<file path="src/rtl/wavegen_pkg.sv">
// wavegen_pkg: shared mode encodings and sample-limit helper for the wavegen block.
package wavegen_pkg;

  typedef enum logic [1:0] {
    MODE_SQUARE   = 2'd0,
    MODE_PULSE    = 2'd1,
    MODE_SAWTOOTH = 2'd2,
    MODE_TRIANGLE = 2'd3
  } mode_e;

  // Largest positive two's-complement sample for an out_w-bit output.
  function automatic int unsigned max_val(input int unsigned out_w);
    return (32'd1 << (out_w - 1)) - 32'd1;
  endfunction

endpackage

</file>
<file path="src/rtl/wavegen_shape.sv">
// wavegen_shape: combinational waveform shaper, maps phase + mode to a raw full-scale sample.
// Triangle mode is built only when WAVEGEN_TRI_EN is defined; otherwise mode 3 is silent.
module wavegen_shape
  import wavegen_pkg::*;
#(
  parameter int unsigned PHASE_W = 32,
  parameter int unsigned OUT_W   = 24
) (
  input  logic [PHASE_W-1:0] phase,
  input  logic [1:0]         mode,
  input  logic [PHASE_W-1:0] duty,
  output logic [OUT_W-1:0]   r
);

  localparam logic [OUT_W-1:0] MaxPos = OUT_W'(max_val(OUT_W));
  localparam logic [OUT_W-1:0] MaxNeg = ~MaxPos + 1'b1;

  logic [OUT_W-1:0] saw_v;
  assign saw_v = phase[PHASE_W-1 -: OUT_W];

`ifdef WAVEGEN_TRI_EN
  // Fold the second half of the period back down so the ramp runs up then down.
  logic [OUT_W-1:0] tri_v;
  assign tri_v = phase[PHASE_W-2 -: OUT_W] ^ {OUT_W{phase[PHASE_W-1]}};
`endif

  // Shape select; MSB inversion turns an offset-binary ramp into two's complement.
  always_comb begin
    r = '0;
    case (mode)
      MODE_SQUARE:   r = phase[PHASE_W-1] ? MaxNeg : MaxPos;
      MODE_PULSE:    r = (phase < duty) ? MaxPos : MaxNeg;
      MODE_SAWTOOTH: r = {~saw_v[OUT_W-1], saw_v[OUT_W-2:0]};
      MODE_TRIANGLE: begin
`ifdef WAVEGEN_TRI_EN
        r = {~tri_v[OUT_W-1], tri_v[OUT_W-2:0]};
`else
        r = '0;
`endif
      end
      default:       r = '0;
    endcase
  end

endmodule

</file>
<file path="src/rtl/wavegen.sv">
// wavegen: phase-accumulator waveform generator (square/pulse/sawtooth/triangle).
// Two-stage pipeline: phase -> raw sample r -> amplitude-scaled tone.
// Triangle mode requires macro WAVEGEN_TRI_EN (see wavegen_shape).
module wavegen
  import wavegen_pkg::*;
#(
  parameter int unsigned PHASE_W = 32,
  parameter int unsigned OUT_W   = 24
) (
  input  logic               clk,
  input  logic               rst_n,
  input  logic               en,
  input  logic [PHASE_W-1:0] inc,
  input  logic [1:0]         mode,
  input  logic [PHASE_W-1:0] duty,
  input  logic [OUT_W-1:0]   amp,
  output logic [OUT_W-1:0]   tone,
  output logic               sync
);

  logic [PHASE_W-1:0] inc_l, duty_l, phase;
  logic [1:0]         mode_l;
  logic [PHASE_W:0]   sum;
  logic               wrap, load;
  logic               first_q;   // current phase value starts a period
  logic [OUT_W-1:0]   shape_r, r;
  logic               r_first, v1;
  logic signed [2*OUT_W:0] prod;
  logic               unused_prod;

  assign sum  = {1'b0, phase} + {1'b0, inc_l};
  assign wrap = sum[PHASE_W];
  // Settings only change while idle or at a period boundary, so a period never glitches.
  assign load = ~en | wrap;

  wavegen_shape #(
    .PHASE_W (PHASE_W),
    .OUT_W   (OUT_W)
  ) u_shape (
    .phase (phase),
    .mode  (mode_l),
    .duty  (duty_l),
    .r     (shape_r)
  );

  // Amplitude is an unsigned factor; a zero-extended operand keeps the product signed.
  assign prod        = $signed(r) * $signed({1'b0, amp});
  assign unused_prod = ^{prod[2*OUT_W], prod[OUT_W-1:0]};

  // Shadow settings register.
  always_ff @(posedge clk or negedge rst_n) begin
    if (!rst_n) begin
      inc_l  <= '0;
      mode_l <= '0;
      duty_l <= '0;
    end else if (load) begin
      inc_l  <= inc;
      mode_l <= mode;
      duty_l <= duty;
    end
  end

  // Phase accumulator and stage-1 raw sample.
  always_ff @(posedge clk or negedge rst_n) begin
    if (!rst_n) begin
      phase   <= '0;
      first_q <= 1'b1;
      r       <= '0;
      r_first <= 1'b0;
      v1      <= 1'b0;
    end else begin
      phase   <= en ? sum[PHASE_W-1:0] : '0;
      first_q <= en ? wrap : 1'b1;
      r       <= en ? shape_r : '0;
      r_first <= en & first_q;
      v1      <= en;
    end
  end

  // Stage-2 scaled output; arithmetic shift by OUT_W floors toward -inf.
  always_ff @(posedge clk or negedge rst_n) begin
    if (!rst_n) begin
      tone <= '0;
      sync <= 1'b0;
    end else begin
      tone <= v1 ? prod[2*OUT_W-1 -: OUT_W] : '0;
      sync <= v1 & r_first;
    end
  end

endmodule

</file>
<file path="config.mk">
export PLATFORM = sky130hd
export DESIGN_NAME = wavegen
export DESIGN_NICKNAME = d
export VERILOG_FILES = /design/src/rtl/wavegen_pkg.sv /design/src/rtl/wavegen_shape.sv /design/src/rtl/wavegen.sv
export SDC_FILE = /design/constraint.sdc
export NUM_CORES = 2
export LEC_CHECK = 0
export BUFFER_PORTS_ARGS = -buffer_cell sky130_fd_sc_hd__buf_2
export CORE_ASPECT_RATIO = 0.75
export CORE_MARGIN = 2
export CORE_UTILIZATION = 48
export DETAILED_ROUTE_END_ITERATION = 7
export GPL_TIMING_DRIVEN = 0
export SYNTH_ARGS = -nofsm -noshare
export SYNTH_HDL_FRONTEND = slang
export SYNTH_SLANG_ARGS = --single-unit
</file>
<file path="constraint.sdc">
create_clock -name clk -period 15.3 [get_ports clk]
set_input_delay 2.295 -clock clk [delete_from_list [all_inputs] [get_ports clk]]
set_output_delay 2.295 -clock clk [all_outputs]
set_load 0.03 [all_outputs]
</file>
==> results.md <==
* Status: complete, no violations
* Height of the die at 207 um
* Final period util at 67.7%
* Nets at 3754
* CP startpoint: amp[13]
* Mapped Nets at 3617
* Vias at 19.9k
* Slew headroom at 26.6%
* Worst Path Required at 15610 ps
* RD Place Congestion at 0.955
* CP endpoint kind: register
* Max frequency at 96.5 MHz
* Number of buffers created by CTS at 17
* #FFs+latches synth at 150
* WL/cell at 22.3 um
* Launch point of the worst hold path: r_first$_DFF_PN0_
* Least-Margin Pin Slew at 1100 ps
* Worst-path maximum fanout at 10
* Num rows at 74
* RSZ-0062 raised after global routing: no
* Clk_skew at 11.2 ps
* Unique masters post-synth at 71
* Final wirelength at 81800 um
* Number of global-route vias before repair at 21.0k
* GRT Total Usage at 30.2%
* Pins Over Slew Limit at 0
* Gr ovfl total at 0
* DRC at 0
* EDFF count, synth at 0
* Clock Tree Root: clkbuf_16
* Post-DP HPWL at 67900 um
* Critical path cell sequence: buf_2, clkbuf_1, nand2_1, fa_1, fa_1, inv_1, fa_1, fa_1, fa_1, fa_1, inv_1, fa_1, inv_1, ha_1, a21oi_1, o21ai_0, a221oi_1, o31a_1, a21oi_1, o21a_1, o32ai_1, mux2_2
* Drt initial violations at 1750
* PostCTS Resize Cnt at 0
* Clk Latency, worst-skew pair at 430 ps
* CTS Hold Bufs at 0
* Final Hold Viols at 0
* First-pass detailed-route iteration total at 7
* Die area at 56900 um^2
* Post-Syn Instances at 2787
* Hold crit path type: register to register
* Port Buffers at 117
* CTS tree: built
* Mapped Avg Cell Area at 9.47 um^2
* Initial core utilization at 48.6%
* Yosys warnings at 0
* H-tree levels at 4
* Max_cap viols at 0
* Clock slew at reported path FFs at 60 ps
* I/O pin total at 118
* Netlist Area Pre-Place at 26400 um^2
* RR Startpoint: r[10]$_DFF_PN0_
* Setup tns final at 0 ps
* Core Area at 54300 um^2
* Area Overhead vs Synth at 8.03%
* Crit path kind: primary input to register
* Setup Fix Bufs, Post-CTS at 0
* Crit path max-delay cell type: clkbuf_1
* Crit path top cell by count: fa_1
* Seq/Total Area, Yosys at 14.2%
* Die width at 275 um
* Top delay family on crit path: adder cells
* Vias per cell at 5.44
* Largest net degree at the start of global routing at 88
* Layout cells sized above 1 at 8.14%
* Global-route wire length before repair at 127000 um
* Synth Flop Type: dfrtp_1
* CP max stage delay at 840 ps
* Buf/Inv on CP at 5
* Arrival time worst endpoint at 10680 ps
* Initial antenna violation count at 11
* Final ANT Viol Nets at 0
* # setup viols final at 0
* Max clock buf depth at 2
* Clk sink count at 150
* Crit start category: primary input
* Tmin final at 10360 ps
* FFs w/ async S/R, synth at 100%
cell usage in the layout (no fill, tap or decap), types with 4 or more instances in the layout:
master / instances
o21a_1: 6
a211oi_1: 8
mux2_2: 33
a21oi_1: 74
and4_1: 5
o31ai_1: 5
nand4_1: 28
o21ai_0: 52
nor2b_1: 19
inv_1: 583
nand2b_1: 24
or3_1: 7
clkbuf_16: 17
buf_2: 124
and3_1: 9
nand3_1: 12
fa_1: 482
xnor2_1: 22
dfrtp_1: 149
inv_6: 6
and2_1: 291
o21bai_1: 10
o211ai_1: 8
buf_6: 4
mux2_1: 5
ha_1: 255
mux2_4: 29
nand2_1: 337
xor2_1: 13
a31oi_1: 7
a21o_1: 57
nor3_1: 21
clkbuf_1: 112
nor2_1: 52
mux2i_1: 4
state kept, by name (all words and copies together), names as in the netlist:
signal and flops:
v1 1, phase 32, inc_l 32, r_first 1
r 24, first_q 1, mode_l 2, sync 1
duty_l 32, tone 24
cell families (layout without fill, tap and decap cells):
family | Yosys count | after routing | synth area share, %
and+or+nand+nor | 824 | 824 | 15.9
DFF | 150 | 150 | 14.2
other | 0 | 3 | 0
buffers and inverters | 711 | 860 | 10.2
AOI/OAI and AO/OA | 259 | 259 | 6.44
adders and majority gates | 737 | 737 | 48.6
xor gates and xnor gates | 35 | 35 | 1.16
muxes | 71 | 71 | 3.42
path summary, 6_finish.rpt:
check | cells past startpoint | slack (ps) | endpoint
max | 22 | 4940 | tone[23]$_DFF_PN0_
min | 1 | 470 | sync$_DFF_PN0_
max reg2reg | 21 | 6370 | tone[23]$_DFF_PN0_
min reg2reg | 1 | 470 | sync$_DFF_PN0_
max in group asynchronous | 2 | 12560 | r[9]$_DFF_PN0_
min in group asynchronous | 1 | 1830 | inc_l[2]$_DFFE_PN0P_
stage by stage:
stage               area [um^2]  cells  util (%)  setup slack [ps]  hold slack, ps
global placement          27900   3626      51.3              4770             466
CTS                       28500   3658      52.5              5110             476
detailed placement        27900   3627      51.4              4680             450
floorplan                 26400   2787         -              6740             434
global route              28500   3658      52.5              4700             507
finish                    28500   3661      52.5              4940             469
area by class of cell:
cell class	instances	area [um^2]
Sequential cell	150	3750
Antenna cell	3	7.51
Timing Repair Buffer	118	619
Fill cell	5010	25800
Clock inverter	14	165
Inverter	584	2190
Clock buffer	17	425
Tap cell	722	903
Multi-Input combinational cell	1926	19900
Buffer	127	513
cells in the mapped netlist (all sizes together), types with 2 or more instances:
master / instances / share of area [%]
a2111oi: 2 / 0.066
o21a: 6 / 0.17
fa: 482 / 37
o31ai: 5 / 0.14
nor2b: 19 / 0.45
a211oi: 10 / 0.35
o211a: 3 / 0.11
nor4: 3 / 0.071
nor3b: 3 / 0.085
or2: 2 / 0.047
mux2: 67 / 3.3
a21o: 57 / 1.6
buf: 15 / 0.35
nand2b: 24 / 0.57
o2111ai: 4 / 0.16
nand4: 28 / 0.66
nor3: 22 / 0.44
xor2: 13 / 0.43
a311oi: 2 / 0.090
and3b: 2 / 0.066
and3: 9 / 0.21
a31o: 2 / 0.066
or4b: 2 / 0.076
nor2: 52 / 0.74
o21bai: 10 / 0.28
a21oi: 75 / 1.4
and4: 5 / 0.17
or4: 3 / 0.085
clkbuf: 112 / 1.6
o31a: 2 / 0.066
ha: 255 / 12
dfrtp: 149 / 14
a21boi: 2 / 0.057
mux2i: 4 / 0.15
and2: 291 / 6.9
o21ai: 52 / 0.99
nand3: 12 / 0.23
nand2: 337 / 4.8
o211ai: 9 / 0.27
a31oi: 7 / 0.17
or3: 7 / 0.17
xnor2: 22 / 0.73
inv: 583 / 8.3
metal layers:
layer | global-route usage, % | part of all wire (%) | up-vias | wire length (um)
li1 | - | - | 8824 | -
met1 | 45.7 | 46 | 10200 | 37300
met2 | 43.9 | 43 | 831 | 34800
met3 | 7.43 | 9.7 | 103 | 7900
met4 | 6.26 | 2.2 | 4 | 1790
met5 | 0 | 0.039 | - | 32
Power is not shown: default switching activity piles up to over one toggle a cycle in this logic, so the estimate is an artifact.
